## config.mk

```make
export PLATFORM = sky130hd
export DESIGN_NAME = dequant_out_stage
export DESIGN_NICKNAME = d
export VERILOG_FILES = /design/src/rtl/dequant_out_stage.sv
export SDC_FILE = /design/constraint.sdc
export NUM_CORES = 2
export LEC_CHECK = 0
export CORE_ASPECT_RATIO = 0.8
export CORE_UTILIZATION = 34
export CTS_BUF_LIST = sky130_fd_sc_hd__clkbuf_8
export CTS_CLUSTER_SIZE = 14
export DETAILED_ROUTE_END_ITERATION = 10
export GPL_ROUTABILITY_DRIVEN = 0
export MAX_ROUTING_LAYER = met4
export PLACE_DENSITY = 0.54
export SLEW_MARGIN = 15
export SYNTH_ARGS = -nofsm -noshare
export SYNTH_HDL_FRONTEND = slang
export SYNTH_SLANG_ARGS = --single-unit
```

## constraint.sdc

```tcl
create_clock -name clk -period 8.5 [get_ports clk]
set_input_delay 1.7 -clock clk [delete_from_list [all_inputs] [get_ports clk]]
set_output_delay 1.7 -clock clk [all_outputs]
set_load 0.005 [all_outputs]
```

## src/rtl/dequant_out_stage.sv

```systemverilog
// Dequantization output stage: rescales signed Q16.16 column accumulators by per-column
// scales, rounds, saturates, applies optional ReLU and streams results through a small FIFO.
module dequant_out_stage #(
  parameter int N_COL      = 4,
  parameter int ACC_W      = 32,
  parameter int SCALE_W    = 16,
  parameter int SCALE_FRAC = 8,
  parameter int OUT_W      = 32,
  parameter int FIFO_DEPTH = 4,
  localparam int COL_W     = (N_COL > 1) ? $clog2(N_COL) : 1
) (
  input  logic                    clk,
  input  logic                    rstn,
  input  logic                    scale_we_i,
  input  logic [COL_W-1:0]        scale_idx_i,
  input  logic [SCALE_W-1:0]      scale_din_i,
  input  logic                    relu_en_i,
  input  logic                    start_i,
  input  logic                    acc_valid_i,
  input  logic signed [ACC_W-1:0] acc_i,
  output logic                    acc_ready_o,
  output logic                    dout_valid_o,
  output logic signed [OUT_W-1:0] dout_o,
  input  logic                    dout_ready_i,
  output logic                    sat_o,
  output logic                    done_o
);

  localparam int PROD_W = ACC_W + SCALE_W + 1;
  localparam int R_W    = PROD_W - SCALE_FRAC;
  localparam int PTR_W  = $clog2(FIFO_DEPTH);
  localparam int CNT_W  = PTR_W + 1;
  localparam logic signed [PROD_W-1:0] RND_HALF = PROD_W'(1) <<< (SCALE_FRAC - 1);
  localparam logic signed [R_W-1:0] R_MAX = {{(R_W-OUT_W+1){1'b0}}, {(OUT_W-1){1'b1}}};
  localparam logic signed [R_W-1:0] R_MIN = {{(R_W-OUT_W+1){1'b1}}, {(OUT_W-1){1'b0}}};

  function automatic logic signed [R_W-1:0] round_shift(input logic signed [PROD_W-1:0] p);
    logic signed [PROD_W-1:0] sum;
    sum = (p + RND_HALF) >>> SCALE_FRAC;
    return R_W'(sum);
  endfunction

  function automatic logic sat_hit(input logic signed [R_W-1:0] r);
    return (r > R_MAX) || (r < R_MIN);
  endfunction

  function automatic logic signed [OUT_W-1:0] saturate(input logic signed [R_W-1:0] r);
    if (r > R_MAX) return {1'b0, {(OUT_W-1){1'b1}}};
    if (r < R_MIN) return {1'b1, {(OUT_W-1){1'b0}}};
    return r[OUT_W-1:0];
  endfunction

  logic                    rdy_en_q, rdy_en_d;
  logic [COL_W-1:0]        col_q, col_d, col_in;
  logic                    sat_q, sat_d;
  logic [SCALE_W-1:0]      scale_q [N_COL];
  logic [SCALE_W-1:0]      scale_d [N_COL];
  logic                    vld_p0_q, vld_p0_d, vld_p1_q, vld_p1_d;
  logic signed [ACC_W-1:0] acc_p0_q, acc_p0_d;
  logic [SCALE_W-1:0]      scale_p0_q, scale_p0_d;
  logic [COL_W-1:0]        col_p0_q, col_p0_d, col_p1_q, col_p1_d;
  logic                    relu_p0_q, relu_p0_d, relu_p1_q, relu_p1_d;
  logic signed [PROD_W-1:0] prod_p1_q, prod_p1_d;
  logic signed [R_W-1:0]   rnd_p2;
  logic signed [OUT_W-1:0] res_p2;
  logic                    sat_p2;
  logic [PTR_W-1:0]        wr_ptr_q, wr_ptr_d, rd_ptr_q, rd_ptr_d;
  logic [CNT_W-1:0]        cnt_q, cnt_d;
  logic signed [OUT_W-1:0] mem_data_q [FIFO_DEPTH];
  logic signed [OUT_W-1:0] mem_data_d [FIFO_DEPTH];
  logic [COL_W-1:0]        mem_col_q [FIFO_DEPTH];
  logic [COL_W-1:0]        mem_col_d [FIFO_DEPTH];
  logic [CNT_W:0]          credit;
  logic                    accept, push, pop;

  // Credit covers FIFO occupancy plus every beat still in the pipeline, so nothing is dropped
  assign credit       = {1'b0, cnt_q} + (CNT_W+1)'(vld_p0_q) + (CNT_W+1)'(vld_p1_q);
  assign acc_ready_o  = rdy_en_q && (credit < (CNT_W+1)'(FIFO_DEPTH));
  assign accept       = acc_valid_i && acc_ready_o;
  assign col_in       = start_i ? '0 : col_q;
  assign push         = vld_p1_q;
  assign dout_valid_o = (cnt_q != '0);
  assign pop          = dout_valid_o && dout_ready_i;
  assign dout_o       = dout_valid_o ? mem_data_q[rd_ptr_q] : '0;
  assign done_o       = pop && (mem_col_q[rd_ptr_q] == COL_W'(N_COL - 1));
  assign sat_o        = sat_q;

  always_comb begin
    rdy_en_d = 1'b1;
    col_d    = col_q;
    if (accept)
      col_d = (col_in == COL_W'(N_COL - 1)) ? '0 : col_in + COL_W'(1);
    else if (start_i)
      col_d = '0;
    sat_d = start_i ? 1'b0 : sat_q;
    if (push && sat_p2)
      sat_d = 1'b1;
    scale_d = scale_q;
    if (scale_we_i)
      scale_d[scale_idx_i] = scale_din_i;
    vld_p0_d = accept;
    vld_p1_d = vld_p0_q;
    wr_ptr_d = wr_ptr_q + PTR_W'(push);
    rd_ptr_d = rd_ptr_q + PTR_W'(pop);
    cnt_d    = cnt_q + CNT_W'(push) - CNT_W'(pop);
  end

  // Stage 1: capture beat, its column tag and the scale currently held for that column
  always_comb begin
    acc_p0_d   = acc_i;
    scale_p0_d = scale_q[col_in];
    col_p0_d   = col_in;
    relu_p0_d  = relu_en_i;
  end

  // Stage 2: signed product with the scale zero-extended to stay non-negative
  always_comb begin
    prod_p1_d = $signed({{(PROD_W-ACC_W){acc_p0_q[ACC_W-1]}}, acc_p0_q})
              * $signed({{(PROD_W-SCALE_W){1'b0}}, scale_p0_q});
    col_p1_d  = col_p0_q;
    relu_p1_d = relu_p0_q;
  end

  // Stage 3: round, saturate, ReLU, then write into the FIFO
  always_comb begin
    rnd_p2 = round_shift(prod_p1_q);
    sat_p2 = sat_hit(rnd_p2);
    res_p2 = saturate(rnd_p2);
    if (relu_p1_q && res_p2[OUT_W-1])
      res_p2 = '0;
    mem_data_d = mem_data_q;
    mem_col_d  = mem_col_q;
    if (push) begin
      mem_data_d[wr_ptr_q] = res_p2;
      mem_col_d[wr_ptr_q]  = col_p1_q;
    end
  end

  always_ff @(posedge clk or posedge rstn) begin
    if (rstn) begin
      rdy_en_q <= 1'b0;
      col_q    <= '0;
      sat_q    <= 1'b0;
      scale_q  <= '{default: '0};
      vld_p0_q <= 1'b0;
      vld_p1_q <= 1'b0;
      wr_ptr_q <= '0;
      rd_ptr_q <= '0;
      cnt_q    <= '0;
    end else begin
      rdy_en_q <= rdy_en_d;
      col_q    <= col_d;
      sat_q    <= sat_d;
      scale_q  <= scale_d;
      vld_p0_q <= vld_p0_d;
      vld_p1_q <= vld_p1_d;
      wr_ptr_q <= wr_ptr_d;
      rd_ptr_q <= rd_ptr_d;
      cnt_q    <= cnt_d;
    end
  end

  always_ff @(posedge clk) begin
    acc_p0_q   <= acc_p0_d;
    scale_p0_q <= scale_p0_d;
    col_p0_q   <= col_p0_d;
    relu_p0_q  <= relu_p0_d;
    prod_p1_q  <= prod_p1_d;
    col_p1_q   <= col_p1_d;
    relu_p1_q  <= relu_p1_d;
    mem_data_q <= mem_data_d;
    mem_col_q  <= mem_col_d;
  end

endmodule

```

==> results.txt <==
----------------------------------------------------
[Route]
  Antenna-violating nets left ... 0
  Wirelength per Cell ... 17.9 µm
  Avg Vias per Cell ... 4.68
  Detailed Route Iter0 Violations ... 1287
  Detailed-router iteration count before antenna repair ... 5
  Vias after detailed routing ... 18700
  Detailed Route WL ... 71.5 mm
  Remaining routing DRC violations ... 0

[Worst hold path]
  Hold path endpoint ... col_p1_q[1]$_DFF_P_
  Hold Crit Start ... col_p0_q[1]$_DFF_P_
  Worst Hold Path Cells ... 0
  Class of the worst hold path ... register to register

[Global route]
  Via count of the first global-routing pass ... 19900
  Routing layer with the top usage in global route ... met1
  Pin count of the biggest net entering global routing ... 68
  Antenna violations before repair ... 1
  GRT Util Overall ... 17.5%
  Met1 track utilization from global routing ... 26.4%
  Met2 track utilization from global routing ... 24.1%
  Global-route wire length before repair ... 115 mm
  Remaining global-route overflow ... 0
  Met3 Usage GRT ... 3.46%

[Die]
  Die Span X ... 331 µm
  Initial Utilization ... 34.3%
  Placeable core region ... 85600 µm²
  Number of core rows ... 96
  Die Ht ... 265 µm
  Floorplan die area ... 87600 µm²
  Count of boundary I/O pins ... 93

[Layout]
  Area delta synth->final ... 11.1%
  Proportion of layout cells with a drive suffix above 1 ... 8.56%
  Filler cell count ... 8453
  Most used cells in the layout excluding fill and tap cells ... inv_1, fa_1, nand2_1, and2_1, edfxtp_1
  Commonest non-fill, non-tap cell in the layout ... inv_1
  Multi-input gate area ... 18800 µm²
  Nets ... 3498
  Register cell area after layout ... 7940 µm²

[Clock network]
  Number of buffers added by the clock tree synthesis step ... 52
  Depth of the CTS H-tree ... 2
  Master cell of the clock root buffer ... clkbuf_8
  Buffer levels on the longest clock path ... 3
  Number of gates resized after cts ... 0
  Number of buffers inserted by hold repair at cts ... 0
  CTS tree ... built
  Worst-Skew Late Latency ... 710 ps
  Clock edge transition at the registers on the reported setup and hold paths ... 60 ps
  Total number of clock tree sinks ... 309
  Setup Fix Bufs, Post-CTS ... 0

[Synth]
  Summed instance area of the synthesized netlist ... 29400 µm²
  Number of enable-type register cells in the synthesized netlist ... 136
  Average cell area after synthesis ... 10.6 µm²
  Yosys warning total ... 0
  Cell types with the largest area share after synthesis ... fa_1, edfxtp_1, inv_1, dfrtp_1, dfxtp_1
  Register bit count reported by yosys ... 309
  Prevailing post-synth register cell ... edfxtp_1
  Syn Nets ... 3437
  Sequential cell area fraction in the yosys report ... 27.0%
  Async S/R FF share, synth ... 24.9%
  Yosys cell types ... 69
  Post-synthesis cell type with the largest combined area ... fa_1
  Proportion of netlist area held by the largest area contributor ... 33.3%
  Post-synthesis cell count ... 2770

[STA]
  Final hold vios ... 0
  Setup repair after global routing missed its margin ... no
  Clock skew after layout ... 83.0 ps
  Setup Viol. Count Final ... 0
  Final number of max-transition violations ... 0
  Slew headroom ... 26.1%
  Worst Max-Slew Pin Slew ... 1110 ps
  Min Tclk post-route ... 7290 ps
  Final total negative setup slack ... 0 ps
  Part of the cycle the worst path needs ... 85.8%
  Max Clk Rate ... 0.137 GHz

[Placement]
  Port Buffers ... 92
  Total half-perimeter wirelength after legalization and detailed placement ... 54.1 mm

[Critical path]
  Worst r2r src ... scale_p0_q[13]$_DFF_P_
  Worst setup SP type ... register
  Slack of the worst reg-to-reg path ... 1210 ps
  Reg2Reg Capture Point ... prod_p1_q[48]$_DFF_P_
  Worst EP arrival ... 7830 ps
  Launching instance or port of the critical path ... scale_p0_q[13]$_DFF_P_
  Type of the worst setup path ... register to register
  Critical-path cell with the highest stage delay ... dfxtp_1
  Most common cell type on the critical path ... fa_1
  CP max stage delay ... 980 ps
  Type of element capturing the critical path ... register
  Sequence of cells on the critical path ... buf_4 -> nand2_1 -> fa_1 -> inv_1 -> fa_1 -> fa_1 -> fa_1 -> fa_1 -> inv_1 -> fa_1 -> inv_1 -> ha_1 -> nand3_1 -> or3_1 -> or3_1 -> o2bb2ai_1 -> o31ai_1 -> o21ai_2 -> a211oi_1 -> a311oi_1
  Data required time of the critical path ... 9030 ps
  Number of cells on the worst reg-to-reg path ... 20
  Maximum fanout along the worst path ... 21

[Run status]
  Result of the run ... completed

[Flow run]
  Number of maximum-capacitance constraint violations ... 0

----------------------------------------------------
[cell type report]
cell class,instances,area share [%]
multi-input combinational,1771,57.7
clock buffer,66,2.78
antenna,1,0.00767
sequential,309,24.3
timing repair buffer,121,3.49
inverter,576,6.63
tap,1127,4.32
clock inverter,32,0.748
[per-stage QoR]
stage / std cells / cell area (µm²) / setup slack [ps] / hold slack [ps] / utilization (%)
6_report: 4003 / 32600 / 1210 / 333 / 38.1
2_1_floorplan: 2770 / 29400 / 2420 / 310 / -
3_5_place_dp: 3904 / 31500 / 1320 / 325 / 36.8
4_1_cts: 4002 / 32600 / 1220 / 339 / 38.1
5_1_grt: 4003 / 32600 / 930 / 344 / 38.1
3_3_place_gp: 3904 / 31500 / 1400 / 313 / 36.8
[Yosys cell counts, types with 5 or more instances]
master and n:
nor3_1 13, o21ai_0 20, a211oi_1 23, o211ai_1 5, ha_1 122, nor2_1 45, xnor2_1 45, xor2_1 36
o21ai_1 16, clkbuf_1 102, nand2_1 337, a31oi_1 23, fa_1 488, mux2_2 65, or3_1 5, buf_6 7
a21o_1 18, mux4_2 32, o21bai_1 7, nand3_1 35, inv_1 575, dfxtp_1 96, a21oi_1 46, and3_1 13
o21a_1 7, nor2b_1 22, dfrtp_1 77, o21ai_2 11, edfxtp_1 136, and2_1 263, nand4_1 14
[critical path: cells and delay by family (launching register included)]
family	cells	cell delay (ps)
AO/OA/AOI/OAI	5	1150
adder cells (fa/ha/maj)	7	3570
buffers and inverters	4	490
flip-flops	1	980
AND/OR/NAND/NOR	4	900
[how the worst max path moves through the flow]
stage / end
6_report: prod_p1_q[48]$_DFF_P_
5_1_grt: prod_p1_q[48]$_DFF_P_
4_1_cts: prod_p1_q[48]$_DFF_P_
3_5_place_dp: prod_p1_q[48]$_DFF_P_
3_3_place_gp: prod_p1_q[43]$_DFF_P_
2_1_floorplan: prod_p1_q[43]$_DFF_P_
[cells by family (layout without fill, tap and decap cells)]
kind of cell	Yosys count	in the layout	share of synthesized area [%]
simple gates	778	778	13.5
buf+inv	690	795	9.00
fa+ha+maj	610	610	38.4
flops	309	309	27.0
compound gates	204	204	4.67
mux	97	97	4.94
xor+xnor	81	81	2.41
other cells	1	2	0.0128
[registers in the layout, summed over array words and instances, names as in the netlist, 2 cells and up]
register and count:
acc_p0_q 32, cnt_q 3, col_p0_q 2, col_p1_q 2
col_q 2, mem_col_q 8, mem_data_q 128, prod_p1_q 42
rd_ptr_q 2, scale_p0_q 16, scale_q 64, wr_ptr_q 2
[layer usage]
metal	share of wire, %	up-vias
li1	-	8683
met1	51	9469
met2	41	516
met3	7.0	81
met4	1.7	0
met5	0	-
Power is not shown: default switching activity piles up to over one toggle a cycle in this logic, so the estimate is an artifact.
